==> config.mk <==
export PLATFORM = sky130hd
export DESIGN_NAME = store_fsm
export DESIGN_NICKNAME = d
export VERILOG_FILES = /design/src/rtl/store_fsm.sv
export SDC_FILE = /design/constraint.sdc
export NUM_CORES = 1
export LEC_CHECK = 0
export ABC_AREA = 1
export BUFFER_PORTS_ARGS = -buffer_cell sky130_fd_sc_hd__buf_2
export CAP_MARGIN = 30
export CORE_MARGIN = 4
export CORE_UTILIZATION = 33
export CTS_BUF_LIST = sky130_fd_sc_hd__clkbuf_8
export CTS_CLUSTER_DIAMETER = 60
export CTS_CLUSTER_SIZE = 28
export DETAILED_ROUTE_END_ITERATION = 12
export MAX_ROUTING_LAYER = met4
export SYNTH_ARGS = -nofsm -noshare
export SYNTH_HDL_FRONTEND = slang
export SYNTH_SLANG_ARGS = --single-unit
export TNS_END_PERCENT = 1
==> constraint.sdc <==
create_clock -name CLK -period 2.3 [get_ports CLK]
set_input_delay 0 -clock CLK [delete_from_list [all_inputs] [get_ports CLK]]
set_output_delay 0 -clock CLK [all_outputs]
set_load 0.03 [all_outputs]
==> src/rtl/store_fsm.sv <==
// Drains store instructions: reads every row of the selected scratchpad matrix and
// pushes {addr, row data} to the outbound memory-write FIFO, one row per request/push pair.
module store_fsm #(
  parameter int WORD_W       = 32,
  parameter int BITS_PER_ROW = 64,
  parameter int MAT_S_W      = 3,
  parameter int ROW_S_W      = 2
) (
  input  logic                                    CLK,
  input  logic                                    nRST,
  input  logic                                    instrFIFO_empty,
  input  logic [2+MAT_S_W+ROW_S_W+WORD_W-1:0]     instrFIFO_rdata,
  output logic                                    instrFIFO_REN,
  output logic                                    sStore,
  output logic [MAT_S_W-1:0]                      sStore_mat,
  output logic [ROW_S_W-1:0]                      sStore_row,
  input  logic                                    sStore_hit,
  input  logic [BITS_PER_ROW-1:0]                 sStore_data,
  input  logic                                    storeFIFO_full,
  output logic                                    storeFIFO_WEN,
  output logic [WORD_W+BITS_PER_ROW-1:0]          storeFIFO_wdata,
  output logic                                    store_done,
  output logic                                    bad_op
);

  localparam int BYTES_PER_ROW = BITS_PER_ROW / 8;
  localparam logic [ROW_S_W-1:0] LAST_ROW = {ROW_S_W{1'b1}};
  localparam logic [1:0] OP_STORE = 2'b10;

  typedef enum logic [1:0] {IDLE, REQ, PUSH} state_t;

  state_t                    state_q, state_d;
  logic [MAT_S_W-1:0]        mat_q, mat_d;
  logic [ROW_S_W-1:0]        row_q, row_d;
  logic [WORD_W-1:0]         addr_q, addr_d;
  logic [BITS_PER_ROW-1:0]   data_q, data_d;

  logic [1:0]                instr_op;
  logic [MAT_S_W-1:0]        instr_mat;
  logic [WORD_W-1:0]         instr_addr;
  logic [ROW_S_W-1:0]        unused_instr_row;

  // The row field is carried in the entry but a store always walks every row.
  assign instr_addr       = instrFIFO_rdata[WORD_W-1:0];
  assign unused_instr_row = instrFIFO_rdata[WORD_W +: ROW_S_W];
  assign instr_mat        = instrFIFO_rdata[WORD_W+ROW_S_W +: MAT_S_W];
  assign instr_op         = instrFIFO_rdata[WORD_W+ROW_S_W+MAT_S_W +: 2];

  always_ff @(posedge CLK or negedge nRST) begin
    if (!nRST) begin
      state_q <= IDLE;
      mat_q   <= '0;
      row_q   <= '0;
      addr_q  <= '0;
      data_q  <= '0;
    end else begin
      state_q <= state_d;
      mat_q   <= mat_d;
      row_q   <= row_d;
      addr_q  <= addr_d;
      data_q  <= data_d;
    end
  end

  always_comb begin
    state_d         = state_q;
    mat_d           = mat_q;
    row_d           = row_q;
    addr_d          = addr_q;
    data_d          = data_q;
    instrFIFO_REN   = 1'b0;
    sStore          = 1'b0;
    sStore_mat      = '0;
    sStore_row      = '0;
    storeFIFO_WEN   = 1'b0;
    storeFIFO_wdata = '0;
    store_done      = 1'b0;
    bad_op          = 1'b0;

    unique case (state_q)
      IDLE: begin
        if (!instrFIFO_empty) begin
          instrFIFO_REN = 1'b1;
          if (instr_op == OP_STORE) begin
            mat_d   = instr_mat;
            addr_d  = instr_addr;
            row_d   = '0;
            state_d = REQ;
          end else begin
            bad_op = 1'b1;
          end
        end
      end
      REQ: begin
        sStore     = 1'b1;
        sStore_mat = mat_q;
        sStore_row = row_q;
        if (sStore_hit) begin
          data_d  = sStore_data;
          state_d = PUSH;
        end
      end
      PUSH: begin
        if (!storeFIFO_full) begin
          storeFIFO_WEN   = 1'b1;
          storeFIFO_wdata = {addr_q, data_q};
          addr_d          = addr_q + WORD_W'(BYTES_PER_ROW);
          if (row_q == LAST_ROW) begin
            store_done = 1'b1;
            state_d    = IDLE;
          end else begin
            row_d   = row_q + 1'b1;
            state_d = REQ;
          end
        end
      end
      default: state_d = IDLE;
    endcase

    // Outputs are combinational, so force them quiet while reset is held.
    if (!nRST) begin
      instrFIFO_REN   = 1'b0;
      sStore          = 1'b0;
      sStore_mat      = '0;
      sStore_row      = '0;
      storeFIFO_WEN   = 1'b0;
      storeFIFO_wdata = '0;
      store_done      = 1'b0;
      bad_op          = 1'b0;
    end
  end

endmodule
==> impl_metrics.py <==
metrics = {
    "sta": {
        "fin_setup_tns_ps": 0,
        "hold_viol": 0,
        "holdWs_ps": 55.4,
        "slew_violations": 0,
        "finalCriticalPeriod_ps": 2130,
        "tightest_slew_ps": 715,
        "grt_setup_unrepaired": "false",
        "setup_ws_ps": 167,
        "timing.fmax_mhz": 469,
        "finalClockSkew_ps": 12.8,
        "slew_headroom": 0.523,
        "setup_viol": 0,
        "fin_crit_sh": 0.927,
    },
    "outcome": {
        "status": "finished clean",
    },
    "routing": {
        "vias_per_cell": 4.54,
        "wl_mm": 18.3,
        "drc": 0,
        "vias": 6152,
        "antenna_left": 0,
        "post_drt_wl_per_cell_um": 13.5,
        "drt-pass1-iter-count": 5,
        "first_iter_violations": 352,
    },
    "die": {
        "io_pins": 214,
        "fp.dieW_um": 139,
        "core-area_um2": 16800,
        "row_count": 47,
        "die_area_um2": 19400,
        "initial_core_util": 0.340,
        "die_height_um": 139,
    },
    "finish": {
        "nFillCells": 1666,
        "num_antenna_cells": 0,
        "nNetsFinal": 1241,
        "finalInstanceArea_um2": 8130,
        "area_delta_synth_final_pct": 42.5,
        "drive_gt1_frac": 0.227,
    },
    "pwr": {
        "leakage_nw": 4.50,
        "power_w": 0.00782,
        "peakVddDrop_v": 0.000404,
        "power_density_nw_per_um2": 962,
    },
    "synthesis": {
        "synth_seq_area_share": 0.452,
        "synth_area_um2": 5700,
        "ys_top_cells_by_area": "dfrtp_1, nor2_1, nand2_1, inv_1, a21oi_1",
        "syn-instance-count": 833,
        "synth_edf_count": 0,
        "ys_seq_elements": 103,
        "synth_area_leader_cell": "dfrtp_1",
        "synth_most_common_cell": "nor2_1",
        "syn_nets": 943,
        "synth-warning-count": 0,
        "ys.flop_type": "dfrtp_1",
        "synth_commonest_cells": "nor2_1, nand2_1, inv_1",
        "async_reset_ff_frac": 1.00,
        "synth_top_cell_area_share": 0.452,
        "yosysUniqueCellTypes": 31,
        "avgSynthCellArea_um2": 6.85,
    },
    "placed_design": {
        "place_area_um2": 6940,
        "port_buffers": 211,
        "pre_cts_ws_ps": 466,
        "gp_congestion": 0.863,
        "dp_hpwl_mm": 12.7,
    },
    "critical_path": {
        "crit_chain": "inv_2, nand2_2, nor3_2, inv_2, buf_12, nor2_1, buf_2",
        "worstPathArrival_ps": 2130,
        "worstPathRequired_ps": 2300,
        "critPathSlowestCell": "dfrtp_1",
        "cp_max_fo": 52,
        "worst_setup_path_start_kind": "flop",
        "cp_common_cell": "inv_2",
        "path_class": "flop to output port",
        "rr_worst_depth": 8,
        "cp-end-kind": "output port",
        "slowest_delay_ps": 460,
    },
    "global_route": {
        "grt_overflow": 0,
        "grt_max_degree": 70,
        "grt_usage": 0.193,
        "antenna_found_initial": 0,
        "grt_pass1_vias": 6084,
        "grt_first_pass_wirelength_mm": 30.0,
    },
    "worst_hold_path": {
        "min_path_type": "input pin to flop",
        "worstHoldPathCells": 4,
    },
    "clock_network": {
        "clk_transition_reported_paths_ps": 110,
        "clock-root-buffer": "clkbuf_8",
        "clockBufferDepth": 2,
        "worstSkewPairLatency_ps": 380,
        "cts_setup_buffers": 0,
        "cts-buffers-inserted": 9,
        "cts_tree": "built",
        "cts_max_level": 3,
        "clock-sinks": 103,
    },
    "flow_run": {
        "drv_cap": 0,
    },
}
## cell families after synthesis
group	Yosys count	synth area share
adders and majority gates	2	0.00439
DFF	103	0.452
buffers and inverters	159	0.119
and+or+nand+nor	455	0.318
AOI/OAI and AO/OA	114	0.107
## final timing paths
| path | from | to | slack (ps) |
|---|---|---|---|
| max | state_q[0] | storeFIFO_wdata[27] | 170 |
| min | instrFIFO_rdata[37] | state_q[0] | 60 |
| max reg2reg | state_q[0] | addr_q[29] | 450 |
| min reg2reg | addr_q[31] | addr_q[31] | 520 |
| max in group asynchronous | nRST | data_q[60] | 1460 |
| min in group asynchronous | nRST | addr_q[8] | 330 |
## worst max-delay path: cells and delay by family, from the launching register on
kind          cells  cell delay, ps
buf+inv           4             740
flops             1             460
simple gates      3             530
## power by group
part	switching (W)	internal [W]	leakage [nW]
clock network	0.000728	0.000421	0.0998
logic	0.00236	0.00118	3.25
registers	0.000484	0.00265	1.16
total	0.00357	0.00424	4.50
## what timing repair did
| item | CTS | global route |
|---|---|---|
| resized for setup | 0 | 0 |
| hold buffers | 100 | 0 |
| endpoints found under the hold margin | 202 | 0 |
## stage by stage
stage,instances,util
finish,1356,0.485
global route,1356,0.485
floorplan,833,-
detailed placement,1240,0.414
CTS,1356,0.485
global placement,1240,0.414
## sequential cells by signal, indices dropped and copies added, names as in the netlist
name	cells
mat_q	3
state_q	2
data_q	64
row_q	2
addr_q	32
## final cells by class
cell class,count,area (um2),share of cell area
sequential,103,2580,0.317
multi-input combinational,571,2450,0.302
timing repair buffer,323,2170,0.268
inverter,123,462,0.0568
tap,220,275,0.0339
clock buffer,9,124,0.0152
clock inverter,7,61.3,0.00754
## metal layers
metal | up-vias | wire [um] | global-route usage | share of wire
li1 | 3130 | - | - | -
met2 | 226 | 8600 | 0.309 | 0.47
met5 | - | 0 | - | 0
met4 | 0 | 349 | 0.0639 | 0.019
met3 | 22 | 1310 | 0.0412 | 0.072
met1 | 2774 | 8000 | 0.243 | 0.44
## placed cells by master, fill, tap and decap left out, types with 9 or more instances in the layout
cell and instances:
clkbuf_8 9, nor2_1 254, nand2_1 143, nand3_1 40, buf_2 210, dfrtp_1 103
a21oi_1 71, dlygate4sd3_1 100, inv_1 119, o21ai_0 27, buf_4 11
(Power assumes the default switching activity.)
